[src/rtl/mbox_arbiter.sv]
// Two-requester packet arbiter feeding the MAILBOX byte FIFO.
// Words are serialized LSB first; a packet is owned until its last byte or a stall timeout.
module mbox_arbiter #(
    parameter int WB_DW   = 32,
    parameter int WOU_DW  = 8,
    parameter int TO_W    = 10,
    parameter int TIMEOUT = 1023
) (
    input  logic              wb_clk_i,
    input  logic              wb_rst_i,
    input  logic [1:0]        req_i,
    input  logic [WB_DW-1:0]  word_i_0,
    input  logic [WB_DW-1:0]  word_i_1,
    input  logic [1:0]        last_i,
    output logic [1:0]        ack_o,
    output logic              mbox_wr_o,
    output logic [WOU_DW-1:0] mbox_do_o,
    input  logic              mbox_full_i,
    output logic [1:0]        gnt_o,
    output logic              pkt_done_o,
    output logic [1:0]        err_o,
    input  logic [1:0]        err_clr_i
);

    typedef enum logic [1:0] {
        S_IDLE,
        S_SHIFT,
        S_WAIT
    } state_e;

    state_e            state_q, state_d;
    logic [WB_DW-1:0]  buf_q, buf_d;
    logic [1:0]        cnt_q, cnt_d;
    logic [TO_W-1:0]   timer_q, timer_d;
    logic              owner_q, owner_d;
    logic              rr_last_q, rr_last_d;
    logic              lastf_q, lastf_d;
    logic [1:0]        err_q, err_d;
    logic              win;

    always_comb begin
        state_d    = state_q;
        buf_d      = buf_q;
        cnt_d      = cnt_q;
        timer_d    = timer_q;
        owner_d    = owner_q;
        rr_last_d  = rr_last_q;
        lastf_d    = lastf_q;
        err_d      = err_q & ~err_clr_i;
        win        = 1'b0;
        ack_o      = '0;
        mbox_wr_o  = 1'b0;
        pkt_done_o = 1'b0;

        case (state_q)
            S_IDLE: begin
                if (req_i != 2'b00) begin
                    // On a tie the requester that did not own the previous packet wins
                    win       = (req_i == 2'b11) ? ~rr_last_q : req_i[1];
                    ack_o     = win ? 2'b10 : 2'b01;
                    buf_d     = win ? word_i_1 : word_i_0;
                    lastf_d   = last_i[win];
                    owner_d   = win;
                    cnt_d     = '0;
                    state_d   = S_SHIFT;
                end
            end
            S_SHIFT: begin
                if (!mbox_full_i) begin
                    mbox_wr_o = 1'b1;
                    buf_d     = buf_q >> WOU_DW;
                    cnt_d     = cnt_q + 2'd1;
                    if (cnt_q == 2'd3) begin
                        if (lastf_q) begin
                            pkt_done_o = 1'b1;
                            rr_last_d  = owner_q;
                            state_d    = S_IDLE;
                        end else begin
                            timer_d = '0;
                            state_d = S_WAIT;
                        end
                    end
                end
            end
            S_WAIT: begin
                if (req_i[owner_q]) begin
                    ack_o   = owner_q ? 2'b10 : 2'b01;
                    buf_d   = owner_q ? word_i_1 : word_i_0;
                    lastf_d = last_i[owner_q];
                    cnt_d   = '0;
                    state_d = S_SHIFT;
                end else if (timer_q == TO_W'(TIMEOUT - 1)) begin
                    // Set has priority over a same-cycle clear
                    err_d[owner_q] = 1'b1;
                    rr_last_d      = owner_q;
                    state_d        = S_IDLE;
                end else begin
                    timer_d = timer_q + TO_W'(1);
                end
            end
            default: state_d = S_IDLE;
        endcase
    end

    always_ff @(posedge wb_clk_i) begin
        if (wb_rst_i) begin
            state_q   <= S_IDLE;
            buf_q     <= '0;
            cnt_q     <= '0;
            timer_q   <= '0;
            owner_q   <= 1'b0;
            rr_last_q <= 1'b1;
            lastf_q   <= 1'b0;
            err_q     <= '0;
        end else begin
            state_q   <= state_d;
            buf_q     <= buf_d;
            cnt_q     <= cnt_d;
            timer_q   <= timer_d;
            owner_q   <= owner_d;
            rr_last_q <= rr_last_d;
            lastf_q   <= lastf_d;
            err_q     <= err_d;
        end
    end

    assign mbox_do_o = buf_q[WOU_DW-1:0];
    assign gnt_o     = (state_q == S_IDLE) ? 2'b00 : (owner_q ? 2'b10 : 2'b01);
    assign err_o     = err_q;

endmodule
[config.mk]
export PLATFORM = sky130hd
export DESIGN_NAME = mbox_arbiter
export DESIGN_NICKNAME = d
export VERILOG_FILES = /design/src/rtl/mbox_arbiter.sv
export SDC_FILE = /design/constraint.sdc
export NUM_CORES = 1
export LEC_CHECK = 0
export ABC_AREA = 1
export ABC_CLOCK_PERIOD_IN_PS = 2100
export CAP_MARGIN = 40
export CORE_ASPECT_RATIO = 0.8
export CORE_UTILIZATION = 45
export CTS_CLUSTER_SIZE = 20
export DETAILED_ROUTE_END_ITERATION = 8
export HOLD_SLACK_MARGIN = 0.08
export PLACE_DENSITY = 0.73
export SYNTH_ARGS = -nofsm -noshare
export SYNTH_HDL_FRONTEND = slang
export SYNTH_SLANG_ARGS = --single-unit
export TNS_END_PERCENT = 20
[constraint.sdc]
create_clock -name wb_clk_i -period 2.1 [get_ports wb_clk_i]
set_input_delay 0.21 -clock wb_clk_i [delete_from_list [all_inputs] [get_ports wb_clk_i]]
set_output_delay 0.21 -clock wb_clk_i [all_outputs]
set_load 0.03 [all_outputs]
==> impl_metrics.csv, run 1 <==
group,metric,value,unit
sta,holdWs,0.444,ns
detailed_routing,wl_per_cell,13.9,um
clock_tree,hold_buffers,0,
power,power_density,1320,mW/mm^2
run_status,status,"completed",
finish,n_fill_cell,744,
power,pwr-share-clk,12.2,%
floorplanning,core-area,0.00743,sq mm
detailed_routing,drtIter0Drc,287,
critical_path,r2r_cells,8,
critical_path,required,1.89,ns
yosys,synth_area,0.00346,sq mm
sta,slew_headroom,60.9,%
min_path,worstHoldPathType,"input pin to flip-flop",
placed_design,dp.cells,749,
floorplanning,rows,28,
global_routing,gr-total-overflow,0,
clock_tree,clkSinkCount,51,
finish,stdcell_area,0.00453,sq mm
floorplanning,die_h,80.4,um
yosys,yosysSeqAreaShare,29.5,%
finish,regArea,0.00102,sq mm
yosys,netlist_top_cells_area,"dfxtp_1 30%, nand2_1 19%, nand3_1 12%, a21oi_1 9.5%, nor2_1 6.8%",
floorplanning,ioPinCount,89,
yosys,netlist_top_cells_count,"177 x nand2_1, 86 x nand3_1, 66 x a21oi_1, 63 x nor2_1, 51 x dfxtp_1",
detailed_routing,via_per_inst,5.40,
critical_path,cp_num_buf_inv,3,
critical_path,cpLargestDelayFamily,"buffers and inverters",
detailed_routing,drc,0,
clock_tree,path_clk_slew,0.10,ns
finish,layout.nets,731,
sta,setup_viol,0,
sta,slew_viol_final,0,
power,power.internal,3.12,mW
finish,multiInputGateArea,0.00209,sq mm
clock_tree,cts_setup_buffers,0,
floorplanning,start_util,46.6,%
clock_tree,clk_latency,0.31,ns
global_routing,antenna_found_initial,0,
detailed_routing,wl,10500,um
critical_path,cp_cell_sequence,"ha_1, buf_4, inv_1, nor2_1, buf_4",
clock_tree,cts_buffers,5,
placed_design,io_buffers,88,
critical_path,path_max_fanout,25,
job,maxCapViolCount,0,
sta,min_period_over_period,93.5,%
critical_path,r2r_start,"state_q[0]",
clock_tree,cts_max_path_buffers,2,
yosys,synth_warnings,0,
yosys,synth_edf_count,0,
placed_design,gp_congestion,0.929,
yosys,ys_ff_latch,51,
detailed_routing,dr.pass1.iters,5,
critical_path,arrival,1.75,ns
global_routing,grt_pass1_wl,16400,um
global_routing,grt_max_degree,58,
sta,max_freq,0.509,GHz
critical_path,end_kind,"output pin",
finish,antenna_cells,0,
sta,timing.final.ws_setup,0.137,ns
yosys,netlist_instances,584,
finish,fin_cells,757,
sta,hold_violations,0,
floorplanning,die_x,100,um
global_routing,grt.total_usage,25.7,%
power,seq_power_share,23.9,%
power,combPwrFrac,64.0,%
detailed_routing,vias,4091,
yosys,synth_top_cell_by_area,"dfxtp_1",
sta,finClkSkew,0.0145,ns
placed_design,dp_hpwl,7190,um
critical_path,cpMaxStageDelayCell,"dfxtp_1",
detailed_routing,drt.antenna.violating_nets,0,
min_path,hp-start,"last_i[1]",
power,p_switching,2.88,mW
power,leakage,1.89,nW
yosys,synth_top_area_share,29.5,%
yosys,synth.most_common_cell,"nand2_1",
power,total_power,6.00,mW
sta,tightest_slew,0.586,ns
critical_path,worstSetupPathType,"flip-flop to output pin",
finish,syn2layout_area_growth,30.9,%
critical_path,ff2ff_setup_slack,0.17,ns
placed_design,pre_cts_slack,0.147,ns
finish,drive_gt1_share,5.21,%
power,peakVddDrop,918,uV
critical_path,cp-start-kind,"flip-flop",
clock_tree,h-tree-depth,2,
yosys,ys.flop_type,"dfxtp_1",
power,switching_share,47.9,%
placed_design,post_dp_cell_area,0.00440,sq mm
min_path,min_to,"lastf_q",
critical_path,worstSetupPathDepth,5,
clock_tree,cts_tree,"done",
critical_path,crit_path_frequent_cell,"buf_4",
yosys,avgSynthCellArea,5.93,sq um
yosys,synth.distinct_cells,22,
critical_path,crit_path_max_incr_delay,0.40,ns
yosys,synth_nets,664,
yosys,synthArstFlopShare,0,%
floorplanning,dieArea,0.00805,sq mm
sta,period_needed,1.96,ns
clock_tree,cts_root_buffer,"clkbuf_8",
min_path,hold_depth,3,
critical_path,r2r_end,"buf_q[24]",
global_routing,grt_pass1_vias,3517,
## kinds of logic (layout without fill, tap and decap cells)
| logic type | count (synthesis) | in the layout | share of synthesized area (%) |
|---|---|---|---|
| and+or+nand+nor | 334 | 334 | 40.1 |
| adders and majority gates | 7 | 7 | 2.53 |
| DFF | 51 | 51 | 29.5 |
| AOI/OAI and AO/OA | 114 | 114 | 17.6 |
| buffers and inverters | 78 | 146 | 10.2 |
## sequential cells by signal, indices dropped and copies added (netlist names)
register / cells
lastf_q: 1
state_q: 2
cnt_q: 2
timer_q: 10
buf_q: 32
err_o: 2
rr_last_q: 1
owner_q: 1
## power by group through the flow
stage | Sequential [mW] | Combinational, mW | Clock [mW]
after floorplan | 1.40 | 2.85 | 0
after global routing | 1.47 | 4.25 | 0.783
after global placement | 1.44 | 3.72 | 0
final | 1.43 | 3.84 | 0.729
after CTS | 1.43 | 3.78 | 0.735
after detailed placement | 1.45 | 3.76 | 0
## cell usage in the layout (no fill, tap or decap)
master           netlist  final
buf_8                  0      1
clkdlybuf4s50_1        0     82
nor2_1                63     63
a21oi_1               66     66
dfxtp_1               51     51
nor3b_1                1      1
ha_1                   7      7
o21bai_1               2      2
o21ai_0               28     28
o211ai_1               8      8
a21o_1                 1      1
nor2_2                 2      2
nand3_1               86     86
nand2_1              177    177
nor3_4                 1      1
clkinv_2               0      1
nor3_1                 3      3
dlymetal6s2s_1         0      2
bufinv_16              0      1
inv_4                  0      1
inv_2                  2      1
buf_12                 0      3
clkbuf_8               0      6
inv_1                 31     31
nand4_1                1      1
buf_4                 11     17
o22ai_1                9      9
## worst max-delay path by stage
stage                from   endpoint  slack (ns)
6_report       state_q[0]  mbox_wr_o        0.14
2_1_floorplan  state_q[0]   ack_o[1]        0.28
3_5_place_dp     req_i[0]   buf_q[5]        0.15
5_1_grt        state_q[0]  buf_q[13]       -0.01
3_3_place_gp     req_i[0]  buf_q[19]        0.20
4_1_cts        state_q[0]   gnt_o[1]       0.007
## final cells by class
| type | instances | area share (%) |
|---|---|---|
| clock buffer | 6 | 1.82 |
| sequential | 51 | 22.5 |
| tap | 105 | 2.90 |
| inverter | 33 | 2.79 |
| clock inverter | 2 | 0.773 |
| multi-input combinational | 455 | 46.0 |
| timing repair buffer | 105 | 23.1 |
## timing repair
action	CTS	global route
setup endpoints to repair	0	17
hold endpoints to repair	0	0
resized for setup	0	6
## metal layers
layer / track usage, % / up-vias / wire, um
met3: 4.18 / 14 / 775
met1: 35.5 / 1868 / 4910
met5: 0 / - / 0
met2: 41.0 / 162 / 4650
li1: - / 2047 / -
met4: 7.83 / 0 / 146
## metrics by stage
stage	util (%)	TNS (ns)
2_1_floorplan	-	0
3_3_place_gp	59.2	0
3_5_place_dp	59.2	0
4_1_cts	60.8	0
5_1_grt	61.0	-0.0142
6_report	61.0	0
## worst min-delay path, cell delays in order
cell             delay [ns]
clkdlybuf4s50_1        0.39
nand2_1                0.06
a21oi_1                0.06
Note: power is estimated with default switching activity, not from simulation.
==> run 2: changes to the inputs <==
- SETUP_SLACK_MARGIN: not set -> 0.02
==> run 2 against run 1 <==
  * Setup slack got worse by 0.0051 ns
  * Critical path depth did not move
  * Largest cell class unchanged
  * Sequential power barely moved
  * Register-to-register slack improved by 0.03 ns
  * Final cell count did not move
  * Sequential cell count did not move
  * Sequential share of layout area barely moved
  * Wire length fell by 0.13%
  * Via count rose by 0.56%
  * Count of clock-buffer cells in the layout did not move
==> impl_metrics.csv, run 2 (synthesis results as in run 1) <==
group,metric,value,unit
run_status,status,"completed",
finish,multiInputGateArea,0.00209,sq mm
placed_design,io_buffers,88,
clock_tree,cts_tree,"done",
clock_tree,clk_latency,0.31,ns
clock_tree,h-tree-depth,2,
floorplanning,rows,28,
finish,fin_cells,757,
sta,hold_violations,0,
finish,antenna_cells,0,
power,leakage,1.87,nW
finish,layout.nets,731,
power,switching_share,47.8,%
clock_tree,clkSinkCount,51,
critical_path,cp-start-kind,"flip-flop",
sta,slew_viol_final,0,
placed_design,gp_congestion,0.929,
critical_path,path_max_fanout,25,
sta,slew_headroom,60.7,%
finish,largest_reg_flops,32,
detailed_routing,via_per_inst,5.43,
sta,min_period_over_period,93.7,%
finish,regArea,0.00102,sq mm
critical_path,required,1.89,ns
finish,drive_gt1_share,5.21,%
global_routing,grt_max_degree,58,
global_routing,grt_pass1_vias,3517,
finish,syn2layout_area_growth,30.9,%
floorplanning,dieArea,0.00805,sq mm
global_routing,antenna_found_initial,0,
clock_tree,cts_root_buffer,"clkbuf_8",
power,power_density,1330,mW/mm^2
power,p_switching,2.87,mW
finish,n_fill_cell,742,
global_routing,grt.total_usage,25.7,%
placed_design,post_dp_cell_area,0.00440,sq mm
clock_tree,cts_setup_buffers,0,
floorplanning,die_x,100,um
power,power.internal,3.14,mW
placed_design,dp.cells,749,
finish,stdcell_area,0.00453,sq mm
detailed_routing,drc,0,
clock_tree,path_clk_slew,0.10,ns
critical_path,arrival,1.76,ns
sta,rsz0062_at_grt,"true",
finish,final_cell_mix,"177 x nand2_1, 86 x nand3_1, 82 x clkdlybuf4s50_1, 66 x a21oi_1, 63 x nor2_1",
finish,layout_commonest_cell,"nand2_1",
sta,setup_tns,0,ns
power,seq_power_share,23.8,%
sta,setup_viol,0,
sta,max_freq,0.508,GHz
detailed_routing,wl,10500,um
sta,period_needed,1.97,ns
detailed_routing,vias,4114,
min_path,worstHoldPathType,"input pin to flip-flop",
sta,finClkSkew,0.0152,ns
floorplanning,ioPinCount,89,
power,combPwrFrac,64.1,%
finish,top_regs,"buf_q (32), timer_q (10)",
finish,regMostFlops,"buf_q",
critical_path,end_kind,"output pin",
floorplanning,start_util,46.6,%
clock_tree,cts_buffers,5,
critical_path,worstSetupPathType,"flip-flop to output pin",
power,pwr-share-clk,12.1,%
critical_path,r2r_cells,8,
detailed_routing,drt.antenna.violating_nets,0,
detailed_routing,wl_per_cell,13.8,um
job,maxCapViolCount,0,
floorplanning,die_h,80.4,um
placed_design,dp_hpwl,7190,um
global_routing,gr-total-overflow,0,
detailed_routing,drtIter0Drc,294,
detailed_routing,dr.pass1.iters,5,
min_path,hold_depth,3,
clock_tree,cts_max_path_buffers,2,
power,peakVddDrop,910,uV
sta,tightest_slew,0.588,ns
global_routing,grt_pass1_wl,16400,um
floorplanning,core-area,0.00743,sq mm
run 2: cell types whose count changed in the layout (fill, tap and decap cells not counted), sizes merged:
cell          change
dlygate4sd2       +1
dlymetal6s2s      -1
run 2: stage by stage:
step / utilization [%] / power (mW) / hold WS (ns) / setup slack [ns]
after detailed placement: 59.2 / 5.21 / 0.458 / 0.147
after global routing: 61.0 / 6.52 / 0.480 / 0.00810
after global placement: 59.2 / 5.16 / 0.452 / 0.199
after CTS: 60.8 / 5.94 / 0.444 / 0.0273
after floorplan: - / 4.25 / 0.353 / 0.278
final: 61.0 / 6.01 / 0.444 / 0.132
run 2: timing repair:
item,CTS,global route
hold buffers,0,0
setup endpoints to repair,1,28
pin swaps,0,0
gates resized for setup,1,6
run 2: final timing paths:
check,from,end,slack (ns)
max,state_q[0],mbox_wr_o,0.13
min,last_i[1],lastf_q,0.44
max reg2reg,state_q[0],buf_q[24],0.20
min reg2reg,err_o[1],err_o[1],0.47
run 2: per-layer routing:
layer  share of wire, %  track usage (%)  vias to the layer above
met5                  0                0                        -
met4                1.7             7.83                        0
met3                7.7             4.18                       16
met2                 44             41.0                      187
met1                 47             35.5                     1861
li1                   -                -                     2050
run 2: power by group through the flow:
stage / Sequential, mW / Clock (mW) / Combinational [mW]
4_1_cts: 1.43 / 0.735 / 3.78
3_3_place_gp: 1.44 / 0 / 3.72
5_1_grt: 1.47 / 0.783 / 4.27
2_1_floorplan: 1.40 / 0 / 2.85
6_report: 1.43 / 0.726 / 3.85
3_5_place_dp: 1.45 / 0 / 3.76
run 2: area by class of cell:
| cell class | count | area share, % |
|---|---|---|
| clock inverter | 2 | 0.773 |
| inverter | 33 | 2.79 |
| multi-input combinational | 455 | 46.0 |
| tap | 105 | 2.90 |
| timing repair buffer | 105 | 23.2 |
| clock buffer | 6 | 1.82 |
| sequential | 51 | 22.5 |
run 2: critical path, cell delays in order, from the launching register on:
cell and delay (ns):
dfxtp_1 0.40, ha_1 0.31, buf_4 0.33, inv_1 0.12, nor2_1 0.11, buf_4 0.17
==> run 3: changes to the inputs <==
- ABC_CLOCK_PERIOD_IN_PS: 2100 -> not set
- CORE_UTILIZATION: 45 -> 50
- PLACE_DENSITY: 0.73 -> 0.8
- SKIP_CTS_REPAIR_TIMING: not set -> 1
==> run 3 against run 2 <==
  * Sequential cell count is the same
  * Sequential power about the same
  * Setup slack worse by 0.031 ns
  * Largest cell class unchanged
  * Largest power group unchanged
==> impl_metrics.csv, run 3 (synthesis results as in run 1) <==
group,metric,value,unit
detailed_routing,drc,0,
min_path,min_to,"err_o[0]",
sta,tightest_slew,0.569,ns
finish,layout.nets,730,
critical_path,end_kind,"output pin",
sta,slew_viol_final,0,
sta,holdWs,0.468,ns
clock_tree,cts_buffers,5,
critical_path,ff2ff_setup_slack,0.21,ns
placed_design,io_buffers,88,
global_routing,antenna_found_initial,0,
finish,top_regs,"buf_q (32), timer_q (10)",
job,maxCapViolCount,0,
clock_tree,path_clk_slew,0.09,ns
clock_tree,clk_latency,0.30,ns
critical_path,r2r_cells,8,
min_path,hold_depth,2,
finish,layout_commonest_cell,"nand2_1",
detailed_routing,wl_per_cell,14.1,um
clock_tree,h-tree-depth,2,
sta,slew_headroom,62.0,%
detailed_routing,via_per_inst,5.60,
sta,hold_violations,0,
floorplanning,core-area,0.00654,sq mm
global_routing,grt_pass1_wl,17200,um
finish,regMostFlops,"buf_q",
sta,min_period_over_period,95.2,%
placed_design,dp_hpwl,7430,um
critical_path,path_max_fanout,10,
clock_tree,cts_root_buffer,"clkbuf_8",
floorplanning,start_util,52.9,%
finish,antenna_cells,0,
global_routing,gr-total-overflow,0,
min_path,hp-start,"err_o[0]",
critical_path,required,1.89,ns
power,power_density,1350,mW/mm^2
finish,utilization,68.6,%
power,leakage,1.88,nW
floorplanning,dieArea,0.00726,sq mm
critical_path,arrival,1.79,ns
global_routing,grt_max_degree,50,
power,total_power,6.07,mW
sta,max_freq,0.500,GHz
clock_tree,clkSinkCount,51,
global_routing,grt.total_usage,29.2,%
sta,finClkSkew,0.0127,ns
finish,largest_reg_flops,32,
floorplanning,ioPinCount,89,
detailed_routing,vias,4117,
sta,period_needed,2.00,ns
detailed_routing,wl,10400,um
run_status,status,"completed",
finish,final_cell_mix,"177 x nand2_1, 86 x nand3_1, 82 x clkdlybuf4s50_1, 66 x a21oi_1, 63 x nor2_1",
finish,drive_gt1_share,5.07,%
sta,setup_viol,0,
critical_path,cp-start-kind,"flip-flop",
critical_path,worstSetupPathType,"flip-flop to output pin",
clock_tree,cts_tree,"done",
sta,rsz0062_at_grt,"false",
floorplanning,die_h,76.4,um
global_routing,grt_pass1_vias,3721,
critical_path,r2r_end,"buf_q[20]",
finish,syn2layout_area_growth,29.6,%
critical_path,r2r_start,"state_q[0]",
detailed_routing,drtIter0Drc,339,
floorplanning,rows,26,
detailed_routing,dr.pass1.iters,5,
clock_tree,cts_max_path_buffers,2,
floorplanning,die_x,95.0,um
power,peakVddDrop,716,uV
min_path,worstHoldPathType,"flip-flop to flip-flop",
placed_design,gp_congestion,0.948,
detailed_routing,drt.antenna.violating_nets,0,
[run 3: changes by cell type in the layout (fill, tap and decap cells not counted)]
cell / previous run / this run
buf_12: 4 / 2
buf_6: 0 / 2
buf_4: 17 / 16
dlygate4sd2_1: 1 / 0
dlymetal6s2s_1: 1 / 2
[run 3: critical path, stage by stage (launching register included)]
cell and delay [ns]:
dfxtp_1 0.36, inv_1 0.09, ha_1 0.28, inv_1 0.14
buf_4 0.19, o21ai_0 0.22, buf_4 0.20
[run 3: metrics by stage]
step	setup TNS, ns	instances	area (sq um)	setup WS, ns
after floorplan	0	584	3460	0.278
final	0	735	4480	0.101
after global routing	0	735	4480	0.0277
after CTS	-0.000781	735	4470	-0.000781
after global placement	0	727	4350	0.243
after detailed placement	0	727	4350	0.164
[run 3: final cells by class]
| type | count | area (sq um) |
|---|---|---|
| Fill cell | 598 | 2050 |
| Sequential cell | 51 | 1020 |
| Clock inverter | 2 | 35.0 |
| Clock buffer | 6 | 82.6 |
| Timing Repair Buffer | 104 | 1030 |
| Multi-Input combinational cell | 455 | 2090 |
| Tap cell | 84 | 105 |
| Inverter | 33 | 126 |
[run 3: layer usage]
| metal | up-vias | track usage (%) | routed length [um] |
|---|---|---|---|
| met5 | - | 0 | 0 |
| met3 | 10 | 4.09 | 939 |
| met2 | 190 | 45.7 | 4670 |
| met4 | 0 | 6.67 | 95 |
| li1 | 2046 | - | - |
| met1 | 1871 | 42.0 | 4670 |
[run 3: worst max-delay path by stage]
stage,start,to
2_1_floorplan,state_q[0],ack_o[1]
3_3_place_gp,req_i[0],buf_q[22]
3_5_place_dp,req_i[0],buf_q[28]
4_1_cts,state_q[0],gnt_o[0]
5_1_grt,state_q[0],ack_o[1]
6_report,state_q[0],ack_o[1]
[run 3: where the power goes]
group	switching, mW	internal [mW]	total [mW]	leakage [nW]
logic	2.41	1.50	3.91	1.40
clock network	0.336	0.386	0.723	0.0612
registers	0.173	1.26	1.43	0.420
total	2.92	3.15	6.07	1.88
